$ cat config.mk
export PLATFORM = sky130hd
export DESIGN_NAME = instr_fetch
export DESIGN_NICKNAME = d
export VERILOG_FILES = /design/src/rtl/instr_fetch.sv
export SDC_FILE = /design/constraint.sdc
export NUM_CORES = 1
export LEC_CHECK = 0
export ABC_AREA = 0
export BUFFER_PORTS_ARGS = -buffer_cell sky130_fd_sc_hd__buf_4
export CORE_MARGIN = 2
export CORE_UTILIZATION = 43
export DETAILED_ROUTE_END_ITERATION = 10
export HOLD_SLACK_MARGIN = 0.06
export PLACE_DENSITY = 0.67
export SETUP_SLACK_MARGIN = 0.1
export SLEW_MARGIN = 10
export SYNTH_ARGS = -nofsm -noshare
export SYNTH_HDL_FRONTEND = slang
export SYNTH_SLANG_ARGS = --single-unit
$ cat constraint.sdc
create_clock -name clk -period 3.94 [get_ports clk]
set_input_delay 0.197 -clock clk [delete_from_list [all_inputs] [get_ports clk]]
set_output_delay 0.197 -clock clk [all_outputs]
set_load 0.005 [all_outputs]
$ cat src/rtl/instr_fetch.sv
// Instruction fetch unit: one outstanding imem read at a time, captured word and PC
// offered to decode over valid/ready; redirects accepted in any cycle.
module instr_fetch #(
  parameter logic [63:0] RESET_PC = 64'h0,
  parameter logic [31:0] NOP_INST = 32'h0000_0013
) (
  input  logic        clk,
  input  logic        reset,
  output logic        imem_req,
  output logic [63:0] imem_addr,
  input  logic        imem_ack,
  input  logic [31:0] imem_rdata,
  output logic [31:0] inst,
  output logic [63:0] pc,
  output logic        inst_valid,
  input  logic        inst_ready,
  input  logic        redirect,
  input  logic [63:0] redirect_pc,
  output logic        fetch_fault,
  output logic [1:0]  state_dbg
);

  // Handshakes:
  //   imem: imem_req stays high with a stable imem_addr until the cycle imem_ack=1;
  //         the transfer completes in that cycle and imem_rdata is sampled then.
  //   decode: inst/pc are transferred in a cycle where inst_valid && inst_ready;
  //         inst_valid never drops without a transfer except on redirect or fault.
  typedef enum logic [1:0] {
    FETCH = 2'd0,
    ISSUE = 2'd1,
    FAULT = 2'd2
  } state_t;

  state_t      state, state_n;
  logic [63:0] fetch_pc, fetch_pc_n;
  logic [63:0] next_pc, next_pc_n;
  logic [63:0] pc_q, pc_n;
  logic [31:0] inst_q, inst_n;
  logic        drop, drop_n;
  logic        pend_fault, pend_n;
  logic        fault_q, fault_n;
  logic        misaligned;

  assign misaligned  = (redirect_pc[1:0] != 2'b00);
  assign imem_req    = (state == FETCH) && !reset;
  assign imem_addr   = fetch_pc;
  assign inst        = inst_q;
  assign pc          = pc_q;
  assign inst_valid  = (state == ISSUE);
  assign fetch_fault = fault_q;
  assign state_dbg   = state;

  always_comb begin
    state_n    = state;
    fetch_pc_n = fetch_pc;
    next_pc_n  = next_pc;
    pc_n       = pc_q;
    inst_n     = inst_q;
    drop_n     = drop;
    pend_n     = pend_fault;
    fault_n    = fault_q;
    case (state)
      FETCH: begin
        if (redirect && misaligned) begin
          // The fault is flagged now, but an in-flight read must finish first.
          fault_n = 1'b1;
          inst_n  = NOP_INST;
          if (imem_ack) begin
            state_n = FAULT;
            drop_n  = 1'b0;
            pend_n  = 1'b0;
          end else begin
            drop_n = 1'b1;
            pend_n = 1'b1;
          end
        end else if (imem_ack) begin
          drop_n = 1'b0;
          if (pend_fault) begin
            state_n = FAULT;
            pend_n  = 1'b0;
          end else if (redirect) begin
            fetch_pc_n = redirect_pc;
          end else if (drop) begin
            fetch_pc_n = next_pc;
          end else begin
            inst_n     = imem_rdata;
            pc_n       = fetch_pc;
            fetch_pc_n = fetch_pc + 64'd4;
            state_n    = ISSUE;
          end
        end else if (redirect && !pend_fault) begin
          // Keep imem_addr stable; the target is fetched after the old ack.
          next_pc_n = redirect_pc;
          drop_n    = 1'b1;
        end
      end
      ISSUE: begin
        if (redirect) begin
          inst_n = NOP_INST;
          if (misaligned) begin
            fault_n = 1'b1;
            state_n = FAULT;
          end else begin
            fetch_pc_n = redirect_pc;
            state_n    = FETCH;
          end
        end else if (inst_ready) begin
          state_n = FETCH;
        end
      end
      FAULT: begin
        state_n = FAULT;
      end
      default: begin
        state_n = FETCH;
      end
    endcase
  end

  always_ff @(posedge clk) begin
    if (reset) begin
      state      <= FETCH;
      fetch_pc   <= RESET_PC;
      next_pc    <= RESET_PC;
      pc_q       <= RESET_PC;
      inst_q     <= NOP_INST;
      drop       <= 1'b0;
      pend_fault <= 1'b0;
      fault_q    <= 1'b0;
    end else begin
      state      <= state_n;
      fetch_pc   <= fetch_pc_n;
      next_pc    <= next_pc_n;
      pc_q       <= pc_n;
      inst_q     <= inst_n;
      drop       <= drop_n;
      pend_fault <= pend_n;
      fault_q    <= fault_n;
    end
  end

endmodule

==> run_results.csv <==
group,metric,value,unit
pwr,swShare,28.2,%
global_route,antenna_found_initial,2,
sta,tightest_slew,1.07,ns
critical_path,critical_path_class,"reg -> reg",
critical_path,r2r_start,"state_dbg[0]",
route,viasPerCell,5.64,
clocking,post_cts_buffers,0,
synth,ys_seq_area_share,42.5,%
critical_path,path_max_fanout,37,
cells_and_area,final_nets,1832,
sta,fmax,0.353,GHz
placement,dp_hpwl,23900,µm
pwr,pwr-share-clk,41.7,%
sta,min_period_over_period,71.9,%
sta,hold_viol_final,0,
critical_path,critPathLaunchType,"register",
critical_path,crit_path_end_kind,"register",
route,dr.pass1.iters,5,
placement,io_buffers,265,
critical_path,max_stage_delay,0.66,ns
critical_path,critPathSlowestCell,"nand2_2",
synth,syn_area,0.0108,mm²
job,drv_cap,0,
clocking,clockBufferDepth,3,
cells_and_area,drive_gt1_share,21.2,%
floorplan,initial_core_util,44.1,%
placement,dp_cells,1929,
clocking,clk_latency,0.54,ns
global_route,grt_max_degree,129,
global_route,grt_pass1_vias,11192,
route,drc,0,
synth,synth_flop_cell,"dfxtp_1",
sta,setup_viol,0,
cells_and_area,instances_no_fill,2076,
pwr,powerDensity,435,mW/mm²
critical_path,r2r_cells,7,
critical_path,rrSetupSlack,1.11,ns
critical_path,cp.required,4.40,ns
min_path,worstHoldStart,"redirect_pc[0]",
pwr,cell_internal_pwr,4.66,mW
route,ant_nets,0,
clocking,cts_tree,"yes",
clocking,cts.clk_slew.worst_paths,0.06,ns
min_path,hold_end,"imem_addr[0]",
pwr,power.leakage,5.68,nW
pwr,max-vdd-ir-drop,0.310,mV
critical_path,cp_top_family,"simple AND/OR/NAND/NOR gates",
global_route,grt_use_total,27.6,%
synth,syn-num-nets,1544,
clocking,clock-root-buffer,"clkbuf_16",
critical_path,critPathArrivalTime,3.29,ns
synth,synth_edf_count,0,
synth,yosys.area.top_type,"dfxtp_1",
clocking,cts_sinks,229,
sta,setup_tns,0,ns
min_path,hp-class,"in -> reg",
critical_path,critPathBufInv,2,
pwr,seqPwrFrac,40.8,%
pwr,switchingPower,1.83,mW
route,drt_iter0_drc,1014,
sta,slew_headroom,28.8,%
global_route,grt_overflow,0,
route,routedWlPerCell,18.2,µm
floorplan,io_pins,266,
synth,synth.distinct_cells,77,
critical_path,crit_path_cell_trace,"nor2b_1, nor2_1, buf_4, nand2_2, buf_4, nand2_1, a21oi_1",
sta,rsz0062_at_grt,"false",
synth,yosys_warnings,0,
sta,period_minus_slack,2.83,ns
placement,place.gp.congestion,0.848,
synth,synth_area_leaders,"dfxtp_1 (42%), nand2_1 (13%), a21oi_1 (11%)",
floorplan,die-area,0.0264,mm²
cells_and_area,nFillCells,2161,
clocking,cts-buffers-inserted,26,
outcome,outcome,"finished clean",
floorplan,coreArea,0.0245,mm²
floorplan,rows,57,
synth,async_reset_ff_share,0,%
synth,synth_top_area_share,42.5,%
synth,synthCells,1442,
min_path,holdPathStages,3,
critical_path,crit_path_frequent_cell,"buf_4",
route,vias,11712,
synth,avgSynthCellArea,7.48,µm²
critical_path,reg2reg_to,"pc[44]",
synth,synth_seq_cells,229,
route,wl,37800,µm
sta,drv_slew,0,
floorplan,die_x,162,µm
cells_and_area,syn_to_final_growth,38.0,%
clocking,htree_levels,1,
pwr,combPwrFrac,17.5,%
global_route,grt_pass1_wl,59700,µm
floorplan,die_height,162,µm
sta,fin_skew,0.0123,ns
==> synthesized netlist by cell type (3+ instances only) <==
cell type,count
nand4_1,30
and3_1,10
a21oi_1,239
and4_1,8
o31ai_1,4
xnor2_1,6
clkbuf_1,93
nand2_1,385
or2_2,4
o21ai_0,51
o211ai_1,27
o22ai_1,4
a221oi_2,4
o311ai_0,4
and2_1,5
buf_2,23
a311oi_1,3
or3_1,19
inv_1,12
a211oi_1,13
a221oi_1,9
dfxtp_1,229
nor4_1,12
nand3_1,73
mux2i_1,8
nand4_2,3
nor2_1,34
buf_1,6
a21o_1,10
xor2_1,15
nor3_1,22
a31oi_1,15
o21ai_1,3
==> repair_timing <==
item | in CTS | in global routing
resized for setup | 0 | 0
hold buffers | 97 | 0
endpoints found under the hold margin | 129 | 0
==> how the worst max path moves through the flow <==
| stage | start | to | slack, ns | cells after the start |
|---|---|---|---|---|
| final | state_dbg[0] | pc[44] | 1.11 | 7 |
| after global placement | state_dbg[0] | pc[42] | 1.28 | 7 |
| after global routing | state_dbg[0] | pc[50] | 0.88 | 7 |
| after detailed placement | state_dbg[0] | pc[45] | 1.16 | 7 |
| after floorplan | imem_addr[2] | imem_addr[42] | 1.67 | 7 |
| after CTS | state_dbg[0] | pc[50] | 1.13 | 7 |
==> cells in the final DEF (no fill, tap or decap), drive strengths merged, types with 11 or more instances in the layout <==
| cell | n |
|---|---|
| nand2 | 385 |
| buf | 290 |
| a21oi | 239 |
| dfxtp | 229 |
| dlygate4sd3 | 97 |
| nand3 | 73 |
| o21ai | 54 |
| clkbuf | 38 |
| nor2 | 35 |
| nand4 | 34 |
| o211ai | 27 |
| nor3 | 23 |
| or3 | 19 |
| nor4 | 16 |
| a31oi | 15 |
| xor2 | 15 |
| a211oi | 14 |
| a221oi | 13 |
| inv | 12 |
| a21o | 11 |
| and3 | 11 |
==> registers in the layout, summed over array words and instances (netlist names) <==
signal       cells
drop             1
fetch_fault      1
imem_addr       64
inst            32
next_pc         64
pc              64
pend_fault       1
state_dbg        2
==> metal layers <==
| metal | global-route usage (%) | up-vias | part of all wire [%] |
|---|---|---|---|
| met3 | 6.26 | 62 | 8.6 |
| met5 | 0 | - | 0 |
| met1 | 36.1 | 5506 | 43 |
| li1 | - | 5653 | - |
| met4 | 7.52 | 0 | 2.3 |
| met2 | 46.0 | 491 | 46 |
==> area by class of cell <==
type / count / area (µm²) / share of cell area, %
Multi-Input combinational cell: 1074 / 5680 / 38.2
Tap cell: 324 / 405 / 2.72
Antenna cell: 2 / 5.00 / 0.0336
Clock buffer: 38 / 787 / 5.28
Timing Repair Buffer: 387 / 3200 / 21.5
Sequential cell: 229 / 4590 / 30.8
Clock inverter: 10 / 181 / 1.22
Inverter: 12 / 45.0 / 0.302
==> worst min-delay path: stages <==
cell and delay (ns):
buf_4 0.13, o21ai_0 0.16, a211oi_1 0.07
==> power groups by stage <==
stage / combinational (mW) / clock, mW / sequential (mW)
detailed placement: 1.04 / 0 / 2.69
global route: 1.24 / 2.82 / 2.66
CTS: 1.13 / 2.73 / 2.64
floorplan: 0.623 / 0 / 2.61
finish: 1.14 / 2.70 / 2.64
global placement: 1.04 / 0 / 2.68
==> metrics by stage <==
stage | power [mW] | area, µm² | worst slack (ns) | hold WS (ns) | utilization [%]
finish | 6.49 | 14900 | 1.11 | 0.0789 | 60.9
global placement | 3.72 | 12900 | 1.28 | 0.433 | 52.9
global route | 6.73 | 14900 | 0.884 | 0.101 | 60.9
floorplan | 3.24 | 10800 | 1.67 | 0.294 | -
CTS | 6.50 | 14900 | 1.13 | 0.0736 | 60.9
detailed placement | 3.73 | 12900 | 1.16 | 0.440 | 52.9
==> kinds of logic after synthesis <==
group / count (synthesis) / share of synthesized area, %
xor gates and xnor gates: 21 / 1.70
buffers and inverters: 139 / 5.26
muxes: 9 / 0.846
and+or+nand+nor: 630 / 27.0
AOI/OAI and AO/OA: 413 / 22.6
adders and majority gates: 1 / 0.116
DFF: 229 / 42.5
No activity file was read; power rests on OpenSTA's default activity.
